<file path="src/rtl/pushbutton_conditioner.sv">
// Push-button front end: two-flop synchroniser, per-channel debounce with
// registered press/release pulses, and a run/stop toggle on channel 0 that
// feeds the stopwatch counter stage.
module pushbutton_conditioner #(
  parameter int NUM_BTN         = 3,
  parameter int DEBOUNCE_CYCLES = 1000000
) (
  input  logic               clock,
  input  logic               reset,
  input  logic [NUM_BTN-1:0] btn_raw,
  output logic [NUM_BTN-1:0] btn_level,
  output logic [NUM_BTN-1:0] btn_press,
  output logic [NUM_BTN-1:0] btn_release,
  output logic               run,
  output logic               start_pulse,
  output logic               stop_pulse
);

  localparam int               CNT_W    = $clog2(DEBOUNCE_CYCLES + 1);
  // Last count value before a differing level is accepted.
  localparam logic [CNT_W-1:0] CNT_LAST = CNT_W'(DEBOUNCE_CYCLES - 1);

  typedef enum logic {
    ST_STOPPED = 1'b0,
    ST_RUNNING = 1'b1
  } run_state_t;

  logic [NUM_BTN-1:0] r_s1;
  logic [NUM_BTN-1:0] r_s2;
  logic [NUM_BTN-1:0] w_stable;
  logic [NUM_BTN-1:0] w_press;
  logic [NUM_BTN-1:0] w_release;

  run_state_t r_state;
  logic       r_start;
  logic       r_stop;

  // Two-flop synchroniser; only r_s2 is used by the debounce logic.
  always_ff @(posedge clock or posedge reset) begin
    if (reset) begin
      r_s1 <= '0;
      r_s2 <= '0;
    end else begin
      r_s1 <= btn_raw;
      r_s2 <= r_s1;
    end
  end

  for (genvar g = 0; g < NUM_BTN; g++) begin : g_chan
    logic [CNT_W-1:0] r_cnt;
    logic             r_stable;
    logic             r_press;
    logic             r_release;

    // Debounce: a differing level must persist for DEBOUNCE_CYCLES samples;
    // any sample matching the accepted level restarts the count.
    always_ff @(posedge clock or posedge reset) begin
      if (reset) begin
        r_cnt     <= '0;
        r_stable  <= 1'b0;
        r_press   <= 1'b0;
        r_release <= 1'b0;
      end else begin
        r_press   <= 1'b0;
        r_release <= 1'b0;
        if (r_s2[g] == r_stable) begin
          r_cnt <= '0;
        end else if (r_cnt < CNT_LAST) begin
          r_cnt <= r_cnt + CNT_W'(1);
        end else begin
          r_stable  <= r_s2[g];
          r_cnt     <= '0;
          r_press   <= r_s2[g];
          r_release <= ~r_s2[g];
        end
      end
    end

    assign w_stable[g]  = r_stable;
    assign w_press[g]   = r_press;
    assign w_release[g] = r_release;
  end

  // Run/stop toggle driven by accepted presses on channel 0; releases are ignored.
  always_ff @(posedge clock or posedge reset) begin
    if (reset) begin
      r_state <= ST_STOPPED;
      r_start <= 1'b0;
      r_stop  <= 1'b0;
    end else begin
      r_start <= 1'b0;
      r_stop  <= 1'b0;
      if (w_press[0]) begin
        case (r_state)
          ST_STOPPED: begin
            r_state <= ST_RUNNING;
            r_start <= 1'b1;
          end
          default: begin
            r_state <= ST_STOPPED;
            r_stop  <= 1'b1;
          end
        endcase
      end
    end
  end

  assign btn_level   = w_stable;
  assign btn_press   = w_press;
  assign btn_release = w_release;
  assign run         = (r_state == ST_RUNNING);
  assign start_pulse = r_start;
  assign stop_pulse  = r_stop;

endmodule

</file>
<file path="config.mk">
export PLATFORM = sky130hd
export DESIGN_NAME = pushbutton_conditioner
export DESIGN_NICKNAME = d
export VERILOG_FILES = /design/src/rtl/pushbutton_conditioner.sv
export SDC_FILE = /design/constraint.sdc
export NUM_CORES = 1
export LEC_CHECK = 0
export ABC_AREA = 1
export CORE_MARGIN = 2
export CORE_UTILIZATION = 60
export DETAILED_ROUTE_END_ITERATION = 10
export PLACE_DENSITY = 0.79
export SKIP_CTS_REPAIR_TIMING = 1
export SLEW_MARGIN = 15
export SYNTH_ARGS = -nofsm -noshare
export SYNTH_HDL_FRONTEND = slang
export SYNTH_SLANG_ARGS = --single-unit
</file>
<file path="constraint.sdc">
create_clock -name clock -period 6.9 [get_ports clock]
set_input_delay 1.035 -clock clock [delete_from_list [all_inputs] [get_ports clock]]
set_output_delay 1.035 -clock clock [all_outputs]
set_load 0.01 [all_outputs]
</file>
After elaboration in Yosys (flattened, before gate mapping)
Cells that the tools add are included.
- word-level logic and storage cells: 60
- output and inout port bits: 12
- register bits: 78
- add/subtract/negate cells: 3
- muxes and demuxes: 22
- magnitude comparators: 3
- equal/unequal tests: 3
- bitwise logic cells: 9
- reduce and logical (&&, ||, !) cells: 3
- operators with widths (operator ; count):
    $mux W20 ; 6
    $add A20 B1 Y20 const B ; 3
    $lt A20 B20 Y1 const B ; 3
    $mux W1 ; 16
    $not A1 Y1 ; 9
    $reduce_and A2 Y1 ; 3
    $eq A1 B1 Y1 ; 3

Logic depth before layout (Yosys ltp)
Gate-level depths: netlist of the first run.
- depth in word-level cells: 3
- depth in mapped cells: 9
- depth with buffers taken out: 9

Worst setup path before layout of the first run
Ideal clock, no wire load.
- path kind: reg2out
- start: register g_chan[0].r_press
- end: output port btn_press[0]
- path buffers: 1
- stages on the path, launching flop included: 2
- slack: 5334 ps
- required time: 5865 ps
- arrival time: 531 ps
- path through: dfrtp_1 > buf_4
- RTL lines (item ; line ; source):
    start: declaration ; 52 ; logic r_press;
    start signal: assignment ; 73 ; r_press <= r_s2[g];
    end: declaration ; 12 ; output logic [NUM_BTN-1:0] btn_press,
No word-level cell between the ends.

Final worst setup path of the first run
- start: register g_chan[0].r_press
- end: output port btn_press[0]
No word-level cell between the ends.

==> results.tsv, run 1 <==
metric	value	unit
initial_utilization	62.7	%
clk_latency	0.36	ns
yosysSeqAreaShare	45.3	%
final_cell_mix	nand2_1 (138), nor2_1 (81), dfrtp_1 (78)	
drt-total-wl	7400	um
max_slew_margin	35.9	%
yosysUniqueCellTypes	26	
startpoint	g_chan[0].r_press	
p_comb_share	3.5	%
crit_chain	clkdlybuf4s50_1	
crit_family	buffers and inverters	
fin_tns_setup	0	ns
yosys_warnings	0	
grt_pass1_wl	13000	um
multi_input_area	1990	sq um
grt-ovfl-total	0	
root_buffer	clkbuf_8	
grt_use_total	21.2	%
max-cap-violations	0	
place.port_buffers	16	
antenna_found_initial	0	
period_needed	2.35	ns
vias	3221	
cp.required	5.86	ns
clk_pin_slew_worst_paths	0.08	ns
ios	17	
power.density	182	nW/um^2
tightest_slew	0.961	ns
endpoint_kind	output port	
max_stage_delay	0.55	ns
synthCells	539	
cts_tree	done	
wl_per_cell	11.3	um
worstPathArrival	1.31	ns
seqPwrFrac	54.9	%
rsz0062_at_grt	false	
worstSetupPathType	reg -> out	
die-area	7880	sq um
htreeDepth	3	
swShare	24.3	%
drive_above_1_share	17.6	%
syn_area	4310	sq um
startpoint_type	register	
vdd_drop_max	119	uV
gp_congestion	0.877	
crit_slowest_cell	clkdlybuf4s50_1	
path_buf_inv	1	
clk_path_buf_depth	2	
p_clk_share	41.6	%
drt.antenna.violating_nets	0	
nFillCells	572	
p_int	0.000644	W
die_w	88.7	um
skew	0.0128	ns
fin_crit_sh	34.0	%
insertedDiodeCount	0	
final_hold_viol_count	0	
status	complete, no violations	
initialDrtViolationCount	189	
viasPerCell	4.93	
min_path_type	reg -> reg	
core-area	6870	sq um
fin_nets	560	
drv_slew	0	
min_from	r_s1[0]	
hpwl	5310	um
drc_errors	0	
dieHeight	88.7	um
grt_pass1_vias	3083	
synth-seq-cells	78	
syn_to_final_growth	8.30	%
power_switching	0.000207	W
setup_violations	0	
clock_sinks	78	
first_pass_iters	4	
rr_startpoint	g_chan[2].r_cnt[0]	
cts_buffers	9	
final_common_cell	nand2_1	
grt_max_degree	79	
syn-num-nets	547	
p_leak	2.02	nW
cp_max_fo	4	
avgSynthCellArea	7.99	sq um
rows	30	
final_core_util	67.9	%
max_freq	0.426	GHz
regArea	1950	sq um
cells by family after synthesis:
group	Yosys count	share of synthesized area, %
xor gates and xnor gates	34	6.91
AOI/OAI and AO/OA	15	2.09
adders and majority gates	3	0.871
buffers and inverters	77	8.54
and+or+nand+nor	332	36.3
DFF	78	45.3
synthesized netlist by cell type (all sizes together):
library cell  count  share of area (%)
xnor2            12                2.4
dfrtp            78                 45
xor2             22                4.5
and2              2               0.32
nand2           144                 13
inv              62                5.4
a21oi             3               0.35
or2               3               0.44
nand4             8                1.6
nor3              3               0.35
o21bai            6                1.0
ha                3               0.87
nand3b            1               0.17
nor2            137                 16
nand3            34                4.5
o21ai             6               0.70
buf              15                3.1
registers in the layout, summed over array words and instances, names as in the netlist:
register          flops
g_chan.r_cnt         60
g_chan.r_press        3
g_chan.r_release      3
g_chan.r_stable       3
r_s1                  3
r_s2                  3
run                   1
start_pulse           1
stop_pulse            1
power by group through the flow:
stage / logic [W] / clock network [W] / registers, W
after floorplan: 0.0000264 / 0 / 0.000475
after global placement: 0.0000304 / 0 / 0.000476
after detailed placement: 0.0000312 / 0 / 0.000476
after CTS: 0.0000315 / 0.000365 / 0.000467
after global routing: 0.0000349 / 0.000379 / 0.000468
final: 0.0000300 / 0.000353 / 0.000467
path summary, 6_finish.rpt:
path,endpoint,slack (ns),cells after the start
max,btn_press[0],4.55,1
min,r_s2[0],0.36,0
max reg2reg,g_chan[2].r_cnt[0],4.98,6
min reg2reg,r_s2[0],0.36,0
max in group asynchronous,g_chan[2].r_cnt[7],4.99,3
min in group asynchronous,g_chan[0].r_cnt[3],1.26,3
per-stage QoR:
| stage | instance area, sq um | setup slack, ns | hold WS [ns] | power [W] | std cells |
|---|---|---|---|---|---|
| 2_1_floorplan | 4310 | 3.87 | 0.331 | 0.000502 | 539 |
| 3_3_place_gp | 4460 | 4.56 | 0.334 | 0.000506 | 637 |
| 3_5_place_dp | 4460 | 4.54 | 0.339 | 0.000507 | 637 |
| 4_1_cts | 4670 | 4.54 | 0.360 | 0.000863 | 653 |
| 5_1_grt | 4670 | 4.50 | 0.368 | 0.000882 | 653 |
| 6_report | 4670 | 4.55 | 0.358 | 0.000850 | 653 |
area by class of cell:
cell class                 count  area share [%]
tap                           96            2.57
multi-input combinational    384            42.6
clock inverter                 7            1.72
sequential                    78            41.8
timing repair buffer          17            3.59
inverter                      62            5.01
clock buffer                   9            2.65
layer usage:
layer / vias to the layer above / routed length (um) / global-route usage [%] / share of wire (%)
li1: 1668 / - / - / -
met1: 1497 / 3430 / 26.1 / 46
met2: 46 / 3610 / 36.6 / 49
met3: 10 / 242 / 4.76 / 3.3
met4: 0 / 115 / 7.44 / 1.6
met5: - / 0 / 0 / 0
(Power assumes the default switching activity.)
==> run 2: changes to the inputs <==
clock period = 2.4 ns   (was 6.9 ns; I/O delays follow)
==> results.tsv, run 2 (synthesized netlist as in run 1, its figures left out) <==
metric	value	unit	change
swShare	23.2	%	-1.1 points
root_buffer	clkbuf_8		
hpwl	5310	um	about the same
layout_setup_ws	0.488	ns	-4.07 ns
fin_crit_sh	79.7	%	
syn_to_final_growth	8.51	%	
max-cap-violations	0		unchanged
dieHeight	88.7	um	unchanged
grt_max_degree	29		-63%
fin_cells	656		+0.46%
final_hold_viol_count	0		unchanged
ios	17		unchanged
min_path_type	in -> async		
viasPerCell	4.90		-0.70%
antenna_found_initial	0		unchanged
max_freq	0.523	GHz	
cts_buffers	9		unchanged
p_comb_share	3.8	%	+0.3 points
core-area	6870	sq um	unchanged
dp_cells	640		+0.47%
grt_pass1_wl	13100	um	+1.0%
rows	30		unchanged
max_slew_margin	47.0	%	+11 points
fin_tns_setup	0	ns	unchanged
worstPathArrival	2.18	ns	+0.87 ns
clock_sinks	78		unchanged
cts_tree	done		
skew	0.00575	ns	-0.00701 ns
first_pass_iters	5		+1
drv_slew	0		unchanged
cp.required	2.66	ns	-3.20 ns
fin_worst_hold_slack	0.324	ns	-0.0340 ns
drc_errors	0		unchanged
clk_pin_slew_worst_paths	0.08	ns	about the same
final_common_cell	nand2_1		
period_needed	1.91	ns	
insertedDiodeCount	0		unchanged
htreeDepth	3		unchanged
largest_register_ffs	60		unchanged
worstSetupPathType	reg -> reg		
place_ws	0.482	ns	-4.06 ns
clk_path_buf_depth	2		unchanged
die-area	7880	sq um	unchanged
largest-register	g_chan.r_cnt		
vdd_drop_max	309	uV	+160%
p_int	0.00184	W	+190%
fin_nets	563		+0.54%
seqPwrFrac	56.0	%	+1.1 points
rsz0062_at_grt	false		
grt_pass1_vias	3135		+1.7%
drt.antenna.violating_nets	0		unchanged
worst-r2r-cell-count	6		unchanged
place.port_buffers	16		unchanged
final_cell_mix	nand2_1 (138), nor2_1 (81), dfrtp_1 (78)		
reg2reg_slack	0.49	ns	-4.49 ns
p_leak	2.02	nW	about the same
drive_above_1_share	17.7	%	+0.084 points
startpoint_type	register		
initial_utilization	62.7	%	unchanged
p_clk_share	40.2	%	-1.4 points
power.density	513	nW/um^2	+180%
clk_latency	0.35	ns	about the same
power_switching	0.000556	W	+170%
initialDrtViolationCount	168		-11%
cp_max_fo	20		+16
gp_congestion	0.903		+3.0%
endpoint_kind	register		
die_w	88.7	um	unchanged
vias	3213		-0.25%
grt-ovfl-total	0		unchanged
grt_use_total	21.3	%	+0.12 points
status	complete, no violations		
setup_violations	0		unchanged
drt-total-wl	7100	um	-4.1%
tightest_slew	0.793	ns	-0.168 ns
wl_per_cell	10.8	um	-4.6%
==> run 2: power groups by stage <==
stage / combinational [W] / clock (W) / sequential (W)
4_1_cts: 0.0000938 / 0.00100 / 0.00134
3_5_place_dp: 0.0000933 / 0 / 0.00137
2_1_floorplan: 0.0000759 / 0 / 0.00137
3_3_place_gp: 0.0000911 / 0 / 0.00137
6_report: 0.0000899 / 0.000965 / 0.00134
5_1_grt: 0.000105 / 0.00105 / 0.00135
==> run 2: final timing paths <==
check,end,startpoint
min in group clock,r_s2[0],r_s1[0]
max in group asynchronous,g_chan[2].r_cnt[17],reset
hold reg to reg,r_s2[0],r_s1[0]
hold / removal,g_chan[1].r_cnt[12],reset
setup reg to reg,g_chan[2].r_cnt[4],g_chan[2].r_cnt[0]
setup / recovery,g_chan[2].r_cnt[4],g_chan[2].r_cnt[0]
==> run 2: critical path, cell delays in order, from the launching register on <==
cell and delay [ns]:
dfrtp_1 0.42, ha_1 0.24, nand2_1 0.11, nor2_4 0.07
nand3_2 0.09, nand4_2 0.61, nor2_2 0.29
==> run 2: metal layers <==
layer  routed length, um  vias to the layer above  GRT usage [%]
met3                 295                        9           5.88
met2                3400                       49           36.6
li1                    -                     1666              -
met4                  92                        0           7.16
met1                3310                     1489           25.8
met5                   0                        -              0
==> run 2: layout make-up <==
| cell class | instances | area (sq um) |
|---|---|---|
| Multi-Input combinational cell | 384 | 1990 |
| Clock inverter | 5 | 58.8 |
| Tap cell | 96 | 120 |
| Sequential cell | 78 | 1950 |
| Clock buffer | 11 | 131 |
| Timing Repair Buffer | 20 | 190 |
| Fill cell | 551 | 2190 |
| Inverter | 62 | 234 |
==> run 2: metrics by stage <==
| step | utilization, % | cell area, sq um | total power, W |
|---|---|---|---|
| finish | 68.1 | 4680 | 0.00240 |
| detailed placement | 65.3 | 4490 | 0.00146 |
| floorplan | - | 4310 | 0.00144 |
| CTS | 68.1 | 4680 | 0.00244 |
| global placement | 65.3 | 4490 | 0.00146 |
| global route | 68.1 | 4680 | 0.00250 |
==> run 3: changes to the inputs <==
clock period = 2 ns   (was 2.4 ns; I/O delays follow)
==> results.tsv, run 3 (synthesized netlist as in run 1, its figures left out) <==
metric	value	unit	change
max_slew_margin	58.2	%	+11 points
worstPathArrival	1.98	ns	-0.20 ns
nFillCells	577		+4.7%
vias	3259		+1.4%
drive_above_1_share	17.7	%	unchanged
initialDrtViolationCount	163		-3.0%
dieHeight	88.7	um	unchanged
die-area	7880	sq um	unchanged
worstSetupPathType	reg -> reg		
max-cap-violations	0		unchanged
clk_pin_slew_worst_paths	0.08	ns	about the same
cp_max_fo	20		unchanged
grt_use_total	21.9	%	+0.65 points
wl_per_cell	11.5	um	+6.1%
drc_errors	0		unchanged
drv_slew	0		unchanged
clk_latency	0.34	ns	about the same
largest_register_ffs	60		unchanged
syn_to_final_growth	9.70	%	
cts_tree	done		
drt-total-wl	7530	um	+6.1%
max_stage_delay	0.48	ns	-0.13 ns
final_hold_viol_count	0		unchanged
fin_nets	563		unchanged
cts_buffers	9		unchanged
cp.required	2.25	ns	-0.41 ns
worst-r2r-cell-count	6		unchanged
max_freq	0.578	GHz	+10%
timing.rr.end	g_chan[0].r_cnt[4]		
endpoint_kind	register		
total_power	0.00299	W	+25%
largest-register	g_chan.r_cnt		
regArea	1950	sq um	unchanged
grt_pass1_vias	3147		+0.38%
insertedDiodeCount	0		unchanged
gp_congestion	0.888		-1.6%
first_pass_iters	4		-1
crit_chain	ha_1 -> nand2_1 -> nor2_2 -> nand3_2 -> nand4_2 -> nor2_1		
reg2reg_slack	0.27	ns	-0.22 ns
clock_sinks	78		unchanged
startpoint_type	register		
drt.antenna.violating_nets	0		unchanged
rsz0062_at_grt	false		
antenna_found_initial	0		unchanged
ios	17		unchanged
die_w	88.7	um	unchanged
fin_crit_sh	86.5	%	+6.8 points
grt_max_degree	38		+31%
skew	0.00811	ns	+0.00236 ns
viasPerCell	4.97		+1.4%
period_needed	1.73	ns	-0.182 ns
final_common_cell	nand2_1		
initial_utilization	62.7	%	unchanged
fin_tns_setup	0	ns	unchanged
setup_violations	0		unchanged
tightest_slew	0.625	ns	-0.168 ns
place.port_buffers	16		unchanged
vdd_drop_max	460	uV	+49%
core-area	6870	sq um	unchanged
p_leak	2.05	nW	+1.2%
final_cell_mix	nand2_1 (138), nor2_1 (81), dfrtp_1 (78)		
power.density	632	nW/um^2	+23%
status	complete, no violations		
grt_pass1_wl	13500	um	+3.1%
grt-ovfl-total	0		unchanged
clk_path_buf_depth	2		unchanged
htreeDepth	3		unchanged
min_path_type	in -> async		
crit_slowest_cell	nand4_2		
hpwl	5470	um	+3.1%
multi_input_area	1990	sq um	unchanged
rows	30		unchanged
root_buffer	clkbuf_8		
rr_startpoint	g_chan[0].r_cnt[0]		
## run 3: cell count changes in the layout (fill, tap and decap cells not counted), sizes merged
cell and delta:
bufinv +1, clkinvlp -1
## run 3: metrics by stage
step / hold WS (ns) / std cells / cell area, sq um / setup slack, ns / util (%)
floorplan: 0.331 / 539 / 4310 / 0.660 / -
finish: 0.333 / 656 / 4730 / 0.270 / 68.8
global placement: 0.336 / 640 / 4510 / 0.319 / 65.7
detailed placement: 0.336 / 640 / 4510 / 0.254 / 65.7
global route: 0.358 / 656 / 4730 / 0.0296 / 68.8
CTS: 0.324 / 656 / 4730 / 0.242 / 68.8
## run 3: power breakdown
part / total [W] / switching, W / leakage (nW) / internal (W)
registers: 0.00161 / 0.0000145 / 1.07 / 0.00160
clock network: 0.00126 / 0.000553 / 0.108 / 0.000709
logic: 0.000116 / 0.0000782 / 0.870 / 0.0000381
## run 3: per-layer routing
| metal | part of all wire (%) | wire length (um) | track usage, % |
|---|---|---|---|
| met5 | 0 | 0 | 0 |
| met4 | 1.4 | 102 | 6.89 |
| met3 | 3.3 | 246 | 6.25 |
| met2 | 49 | 3690 | 36.2 |
| met1 | 46 | 3490 | 28.0 |
## run 3: critical path, delay by kind of cell, from the launching register on
kind / cells / cell delay, ns
adders and majority gates: 1 / 0.25
DFF: 1 / 0.40
and+or+nand+nor: 5 / 0.98
## run 3: worst max path at each step
stage / startpoint / endpoint / slack [ns] / depth (start not counted)
2_1_floorplan: g_chan[2].r_cnt[0] / g_chan[2].r_cnt[12] / 0.66 / 7
3_3_place_gp: g_chan[0].r_cnt[0] / g_chan[0].r_cnt[0] / 0.32 / 6
3_5_place_dp: g_chan[0].r_cnt[0] / g_chan[0].r_cnt[2] / 0.25 / 6
4_1_cts: g_chan[0].r_cnt[0] / g_chan[0].r_cnt[6] / 0.24 / 6
5_1_grt: g_chan[0].r_cnt[6] / g_chan[0].r_cnt[5] / 0.03 / 7
6_report: g_chan[0].r_cnt[0] / g_chan[0].r_cnt[4] / 0.27 / 6
## run 3: final cells by class
type	instances	area share (%)
sequential	78	41.3
clock buffer	11	2.78
tap	96	2.54
multi-input combinational	384	42.1
clock inverter	5	1.75
timing repair buffer	20	4.55
inverter	62	5.00
